File: config.mk
export PLATFORM = sky130hd
export DESIGN_NAME = serial_adder
export DESIGN_NICKNAME = d
export VERILOG_FILES = /design/src/rtl/serial_adder_pkg.sv /design/src/rtl/fa_cell.sv /design/src/rtl/serial_adder.sv
export SDC_FILE = /design/constraint.sdc
export NUM_CORES = 1
export LEC_CHECK = 0
export BUFFER_PORTS_ARGS = -buffer_cell sky130_fd_sc_hd__buf_2
export CAP_MARGIN = 10
export CORE_MARGIN = 1
export CORE_UTILIZATION = 40
export CTS_BUF_LIST = sky130_fd_sc_hd__clkbuf_4
export DETAILED_ROUTE_END_ITERATION = 10
export SLEW_MARGIN = 20
export SYNTH_ARGS = -nofsm -noshare
export SYNTH_HDL_FRONTEND = slang
export SYNTH_SLANG_ARGS = --single-unit
File: constraint.sdc
create_clock -name i_clk -period 1.67 [get_ports i_clk]
set_input_delay 0.167 -clock i_clk [delete_from_list [all_inputs] [get_ports i_clk]]
set_output_delay 0.167 -clock i_clk [all_outputs]
set_load 0.05 [all_outputs]
File: src/rtl/serial_adder_pkg.sv
// -----------------------------------------------------------------------------
// serial_adder_pkg
// Shared types for the bit-serial adder: the controller state encoding.
// No ports (package).
// -----------------------------------------------------------------------------
package serial_adder_pkg;

   localparam int STATE_W = 2;

   typedef enum logic [STATE_W-1:0] {
      IDLE,
      RUN,
      DONE
   } state_t;

endpackage : serial_adder_pkg

File: src/rtl/fa_cell.sv
// -----------------------------------------------------------------------------
// fa_cell
// Purely combinational 1-bit full adder.
// Ports:
//   i_a, i_b, i_cin : operand bits and carry-in
//   o_sum           : a ^ b ^ cin
//   o_cout          : majority(a, b, cin)
// -----------------------------------------------------------------------------
module fa_cell (
   input  logic i_a,
   input  logic i_b,
   input  logic i_cin,
   output logic o_sum,
   output logic o_cout
);

   assign o_sum  = i_a ^ i_b ^ i_cin;
   assign o_cout = (i_a & i_b) | (i_a & i_cin) | (i_b & i_cin);

endmodule : fa_cell

File: src/rtl/serial_adder.sv
// -----------------------------------------------------------------------------
// serial_adder
// Bit-serial adder: adds two WIDTH-bit operands LSB-first, one bit per clock,
// through a single full-adder cell with a registered carry.
// Handshake: start is accepted only in IDLE; busy is high while bits are being
// processed; done pulses for one cycle when sum/cout become valid. sum/cout
// hold their value until the next done.
// Ports:
//   i_clk    : rising-edge clock
//   i_rst_n  : asynchronous active-low reset
//   i_start  : operation request (sampled only in IDLE)
//   i_a, i_b : WIDTH-bit operands, captured on accepted start
//   i_cin    : carry-in, captured on accepted start
//   i_sub    : subtract select (only when SERIAL_ADDER_SUB_EN is defined)
//   o_busy   : high while in RUN
//   o_done   : one-cycle result-valid pulse
//   o_sum    : registered WIDTH-bit result
//   o_cout   : registered carry-out (no-borrow flag when subtracting)
// Configuration macro: SERIAL_ADDER_SUB_EN adds the i_sub port and a - b mode.
// -----------------------------------------------------------------------------
module serial_adder
   import serial_adder_pkg::*;
#(
   parameter int WIDTH = 8
) (
   input  logic             i_clk,
   input  logic             i_rst_n,
   input  logic             i_start,
   input  logic [WIDTH-1:0] i_a,
   input  logic [WIDTH-1:0] i_b,
   input  logic             i_cin,
`ifdef SERIAL_ADDER_SUB_EN
   input  logic             i_sub,
`endif
   output logic             o_busy,
   output logic             o_done,
   output logic [WIDTH-1:0] o_sum,
   output logic             o_cout
);

   localparam int CNT_W = (WIDTH > 1) ? $clog2(WIDTH) : 1;

   state_t             r_state;
   logic [WIDTH-1:0]   r_aSh;
   logic [WIDTH-1:0]   r_bSh;
   logic [WIDTH-1:0]   r_sumSh;
   logic               r_carry;
   logic [CNT_W-1:0]   r_count;
   logic               r_busy;
   logic               r_done;
   logic [WIDTH-1:0]   r_sum;
   logic               r_cout;

   logic               w_bitSum;
   logic               w_bitCarry;
   logic [WIDTH-1:0]   w_sumNext;
   logic [WIDTH-1:0]   w_bLoad;
   logic               w_carryLoad;

   // Subtraction is a + ~b + 1: invert B and force the initial carry to one.
`ifdef SERIAL_ADDER_SUB_EN
   assign w_bLoad     = i_sub ? ~i_b : i_b;
   assign w_carryLoad = i_sub ? 1'b1 : i_cin;
`else
   assign w_bLoad     = i_b;
   assign w_carryLoad = i_cin;
`endif

   fa_cell u_faCell (
      .i_a    (r_aSh[0]),
      .i_b    (r_bSh[0]),
      .i_cin  (r_carry),
      .o_sum  (w_bitSum),
      .o_cout (w_bitCarry)
   );

   // New sum bit enters at the MSB so that after WIDTH shifts bit 0 of the
   // operands has landed in bit 0 of the result; the concat-and-shift form
   // also stays legal for WIDTH == 1.
   assign w_sumNext = WIDTH'({w_bitSum, r_sumSh} >> 1);

   // Controller, datapath shift registers and registered outputs in one
   // block so that busy/done/sum/cout change exactly with the state moves.
   always_ff @(posedge i_clk or negedge i_rst_n) begin
      if (!i_rst_n) begin
         r_state <= IDLE;
         r_aSh   <= '0;
         r_bSh   <= '0;
         r_sumSh <= '0;
         r_carry <= 1'b0;
         r_count <= '0;
         r_busy  <= 1'b0;
         r_done  <= 1'b0;
         r_sum   <= '0;
         r_cout  <= 1'b0;
      end else begin
         case (r_state)
            IDLE: begin
               if (i_start) begin
                  r_aSh   <= i_a;
                  r_bSh   <= w_bLoad;
                  r_carry <= w_carryLoad;
                  r_sumSh <= '0;
                  r_count <= '0;
                  r_busy  <= 1'b1;
                  r_state <= RUN;
               end
            end
            RUN: begin
               r_aSh   <= r_aSh >> 1;
               r_bSh   <= r_bSh >> 1;
               r_carry <= w_bitCarry;
               r_sumSh <= w_sumNext;
               r_count <= r_count + 1'b1;
               if (r_count == CNT_W'(WIDTH - 1)) begin
                  r_sum   <= w_sumNext;
                  r_cout  <= w_bitCarry;
                  r_busy  <= 1'b0;
                  r_done  <= 1'b1;
                  r_state <= DONE;
               end
            end
            DONE: begin
               r_done  <= 1'b0;
               r_state <= IDLE;
            end
            default: begin
               r_busy  <= 1'b0;
               r_done  <= 1'b0;
               r_state <= IDLE;
            end
         endcase
      end
   end

   assign o_busy = r_busy;
   assign o_done = r_done;
   assign o_sum  = r_sum;
   assign o_cout = r_cout;

endmodule : serial_adder
==> results.toml, run 1 <==
[timing]
holdWs_ns = 0.06245
skew_ns = 0.008801
setup_violations = 0
hold_viol = 0
rsz0062_at_grt = "false"
relSlewSlack_pct = 68.40
finalWorstSetupSlack_ns = 0.1715
max_slew.worst_pin.slew_ns = 0.4735
finalCritPeriodShare_pct = 89.73
fin_setup_tns_ns = 0
drv_slew = 0
fin_crit_ns = 1.498
max_freq_ghz = 0.6673

[grt]
grt_pass1_wl_um = 5602
grt_usage_pct = 17.35
antenna_found_initial = 0
grt.overflow.total = 0
grt_pass1_vias = 1204
grt_max_degree = 23

[logic_synthesis]
synth_nets = 161
postSynthCellCount = 138
netlist-cell-type-count = 22
synth_warnings = 0
yosysSeqAreaShare_pct = 59.66
synth_area_um2 = 1678
ys_seq_elements = 40
syn_area_per_cell_um2 = 12.16

[place]
port_buffers = 30
place_inst = 211
detailed_place.area_um2 = 1864
place.gp.congestion = 0.8619
hpwl_um = 2299
post-place-ws_ns = 0.1443

[worst_setup_path]
cp-endpoint = "o_cout"
cp_max_fo = 10
regToRegEndpoint = "o_cout"
cp.arrival_ns = 1.74
r2r_start = "r_count[0]"
critPathCaptureType = "flop"
startpoint = "r_count[0]"
start_kind = "flop"
r2r_setup_slack_ns = 0.17
ff2ff_path_depth = 4
crit_required_ns = 1.91
path_class = "flop to flop"

[floorplanning]
ioPinCount = 31
start_util_pct = 41.95
std_cell_rows = 23
core-area_um2 = 4000
die_y_um = 66.77
fp.dieArea_um2 = 4458
fp.dieW_um = 66.77

[final_layout]
final_cells = 220
antenna_cells = 0
syn_to_final_growth_pct = 16.70
drive_above_1_share_pct = 30.59
fill_cells = 379
fin_util_pct = 48.95
post-route-cell-area_um2 = 1958
final_common_cell = "dfrtp_1"
final_cell_mix = "dfrtp_1, buf_2, o22ai_1"
nNetsFinal = 192

[cts]
clk_pin_slew_ns = 0.11
post-cts-setup-buffer-count = 0
clockRootBuffer = "clkbuf_4"
clk_path_buf_depth = 2
cts.sinks = 40
htreeDepth = 2
cts_buffers = 5
cts_tree = "built"
insertion_delay_ns = 0.34

[routing]
num_vias = 1220
drt-wirelength-per-cell_um = 14.85
drtIter0Drc = 63
routed_via_density = 5.545
totalWireLength_um = 3266
drcViolationCount = 0
antenna_left = 0
drtPass1Iterations = 4

[power]
p_per_area_nw_per_um2 = 2033
leakagePower_nw = 0.9085
p_total_mw = 3.981
vdd_ir_drop_max_mv = 0.8947

[min_path]
hp-start = "i_b[7]"
hp-class = "primary input to flop"

[run]
drv_cap = 0

[outcome]
status = "complete, no violations"
-- final cells by class --
cell class              instances  area (um2)  share of cell area [%]
flip-flops and latches         40        1001                   51.12
multi-input cells              85       611.8                   31.25
clock buffers                   6       45.04                   2.300
well taps                      50       62.56                   3.195
repair buffers                 33       187.7                   9.585
clock inverters                 2       35.03                   1.789
inverters                       4       15.01                  0.7668
-- cell families after synthesis --
family,Yosys count,synth area share (%)
buf+inv,13,4.101
fa+ha+maj,3,2.684
mux,9,6.040
flops,40,59.66
compound gates,56,22.00
simple gates,17,5.518
-- report_power, final --
group | leakage (nW) | switching [mW] | total, mW | internal (mW)
registers | 0.480 | 0.309 | 1.71 | 1.40
clock network | 0.0456 | 0.302 | 0.632 | 0.330
logic | 0.383 | 0.994 | 1.64 | 0.646
-- critical path, cell delays in order (launching register included) --
cell and delay (ns):
dfrtp_1 0.41, ha_1 0.22, ha_1 0.25, nand2_4 0.16
mux2_2 0.35
-- flip-flops by register name, indices dropped and copies added (netlist names) --
| signal | count |
|---|---|
| r_state | 2 |
| r_sumSh | 7 |
| o_cout | 1 |
| r_bSh | 8 |
| o_done | 1 |
| r_aSh | 8 |
| r_count | 3 |
| o_sum | 8 |
| r_carry | 1 |
| o_busy | 1 |
-- cell usage after synthesis --
cell / count / share of area (%)
dfrtp_1: 40 / 60
o22ai_1: 23 / 8.6
a21oi_1: 11 / 3.3
a22o_1: 9 / 4.7
mux2_2: 9 / 6.0
buf_2: 7 / 2.1
o21ai_0: 6 / 1.8
nand2_1: 5 / 1.1
a2bb2oi_1: 4 / 2.1
inv_1: 4 / 0.89
nand2b_1: 4 / 1.5
nor2_1: 4 / 0.89
ha_1: 2 / 1.5
nor2b_1: 2 / 0.75
a22oi_1: 1 / 0.45
buf_4: 1 / 0.45
buf_6: 1 / 0.67
fa_1: 1 / 1.2
nand2_4: 1 / 0.67
o21bai_1: 1 / 0.45
o221a_2: 1 / 0.67
or4b_1: 1 / 0.60
-- per-layer routing --
layer	vias to the layer above	GRT usage, %	share of wire [%]
met2	32	25.13	45
met5	-	0	0
li1	584	-	-
met1	598	23.39	48
met4	0	8.245	1.5
met3	6	5.479	5.1
-- timing repair --
action | in CTS | in global routing
resized for setup | 0 | 1
hold buffers | 1 | 0
endpoints found under the setup margin | 0 | 1
hold endpoints to repair | 18 | 0
-- worst min-delay path by stage --
stage | to | slack, ns | cells after the start
after floorplan | o_busy | -0.13 | 0
after global placement | o_sum[0] | 0.13 | 1
after detailed placement | o_sum[1] | 0.14 | 1
after CTS | r_bSh[7] | 0.05 | 3
after global routing | r_bSh[7] | 0.06 | 3
final | r_bSh[7] | 0.06 | 3
No activity file was read; power rests on OpenSTA's default activity.
==> run 2, diff against run 1 <==
--- a/config.mk
+++ b/config.mk
@@ -8,9 +8,10 @@
 export BUFFER_PORTS_ARGS = -buffer_cell sky130_fd_sc_hd__buf_2
 export CAP_MARGIN = 10
 export CORE_MARGIN = 1
-export CORE_UTILIZATION = 40
+export CORE_UTILIZATION = 57
 export CTS_BUF_LIST = sky130_fd_sc_hd__clkbuf_4
 export DETAILED_ROUTE_END_ITERATION = 10
+export PLACE_DENSITY = 0.82
 export SLEW_MARGIN = 20
 export SYNTH_ARGS = -nofsm -noshare
 export SYNTH_HDL_FRONTEND = slang
==> run 2 against run 1 <==
  * Clock power fell by 27%
  * Hold slack improved by 0.011 ns
  * Clock-buffer cell count fell by 1
  * Critical endpoint is now r_bSh[5]
  * Largest cell class unchanged
==> results.toml, run 2 (synthesis gave the netlist of run 1 again) <==
[power]
vdd_ir_drop_max_mv = 1.652
p_per_area_nw_per_um2 = 2021
leakagePower_nw = 0.8809

[worst_setup_path]
crit_chain = "o21bai_1 -> a22oi_1"
slowest_stage = "o21bai_1"
critPathCaptureType = "flop"
cp_max_fo = 11
critPathMaxStageDelay_ns = 0.65
crit_required_ns = 1.88
crit_buf_inv = 0
cp_top_family = "compound AO/OA/AOI/OAI gates"
path_class = "flop to flop"
startpoint = "r_state[0]"
start_kind = "flop"
cp.arrival_ns = 1.70
r2r_start = "r_state[0]"

[timing]
finalWorstSetupSlack_ns = 0.1873
setup_violations = 0
finalCritPeriodShare_pct = 88.78
fin_setup_tns_ns = 0
rsz0062_at_grt = "false"
drv_slew = 0
relSlewSlack_pct = 49.60
max_freq_ghz = 0.6744
max_slew.worst_pin.slew_ns = 0.7545
hold_viol = 0
fin_crit_ns = 1.483
skew_ns = 0.01237

[cts]
clockRootBuffer = "clkbuf_4"
cts_tree = "built"
htreeDepth = 2
clk_pin_slew_ns = 0.12
post-cts-setup-buffer-count = 0
cts-resized-gates = 0
clk_path_buf_depth = 2
cts.sinks = 40
insertion_delay_ns = 0.35
cts_buffers = 5

[final_layout]
final_common_cell = "dfrtp_1"
fill_cells = 203
final_cell_mix = "dfrtp_1, buf_2, o22ai_1"
syn_to_final_growth_pct = 12.53
final_cells = 200
nNetsFinal = 192
antenna_cells = 0
drive_above_1_share_pct = 29.59

[floorplanning]
die_y_um = 56.26
fp.dieArea_um2 = 3165
start_util_pct = 60.32
core-area_um2 = 2781
std_cell_rows = 19
fp.dieW_um = 56.26
ioPinCount = 31

[run]
drv_cap = 0

[grt]
grt_pass1_wl_um = 5402
grt_pass1_vias = 1211
grt_max_degree = 41
grt_usage_pct = 22.89
grt.overflow.total = 0
antenna_found_initial = 0

[routing]
totalWireLength_um = 3184
antenna_left = 0
drtPass1Iterations = 4
drt-wirelength-per-cell_um = 15.92
routed_via_density = 6.235
drtIter0Drc = 34
num_vias = 1247
drcViolationCount = 0

[place]
place_inst = 192
port_buffers = 30
place.gp.congestion = 0.8686
post-place-ws_ns = 0.1988
hpwl_um = 2208

[min_path]
hp-class = "primary input to flop"
hp-start = "i_b[7]"

[outcome]
status = "complete, no violations"
run 2: cell count changes in the layout (fill, tap and decap cells not counted), sizes merged:
cell      previous run  this run
clkbuf               6         5
bufinv               1         0
clkinvlp             0         1
run 2: worst paths after layout:
check / endpoint / slack, ns / depth (start not counted)
max in group asynchronous: o_done / 0.95 / 3
setup / recovery: r_bSh[5] / 0.19 / 2
hold / removal: r_bSh[7] / 0.07 / 3
hold reg to reg: o_busy / 0.50 / 2
min in group asynchronous: r_state[0] / 0.38 / 3
setup reg to reg: r_bSh[5] / 0.19 / 2
run 2: repair_timing:
action,4_1_cts,5_1_grt
endpoints found under the setup margin,0,0
hold endpoints to repair,40,0
hold buffers,1,0
run 2: final cells by class:
| class | instances | area (um2) | share of cell area, % |
|---|---|---|---|
| sequential | 40 | 1001 | 53.02 |
| clock inverter | 2 | 12.51 | 0.6627 |
| timing repair buffer | 33 | 175.2 | 9.278 |
| multi-input combinational | 85 | 608.1 | 32.21 |
| inverter | 4 | 15.01 | 0.7952 |
| tap | 31 | 38.79 | 2.054 |
| clock buffer | 5 | 37.54 | 1.988 |
run 2: power breakdown:
part / switching [mW] / internal, mW
clock network: 0.308 / 0.153
registers: 0.315 / 1.40
logic: 1.00 / 0.639
run 2: per-layer routing:
layer,global-route usage [%],vias up,part of all wire (%)
met5,0,-,0
met4,11.85,0,2.2
li1,-,577,-
met1,31.30,620,45
met3,5.069,8,4.8
met2,34.69,42,48
run 2: tightest hold or removal path, delay by kind of cell:
| kind | cells | cell delay [ns] |
|---|---|---|
| AND/OR/NAND/NOR | 1 | 0.04 |
| buffers and inverters | 1 | 0.10 |
| AO/OA/AOI/OAI | 1 | 0.07 |
run 2: stage by stage:
step	cell area [um2]	hold WS (ns)	total power, mW	util (%)
after global placement	1828	0.2394	3.286	65.72
after detailed placement	1828	0.2470	3.383	65.72
final	1888	0.07357	3.816	67.88
after CTS	1888	0.06451	3.838	67.88
after global routing	1888	0.07586	4.071	67.88
after floorplan	1678	-0.1286	2.991	-
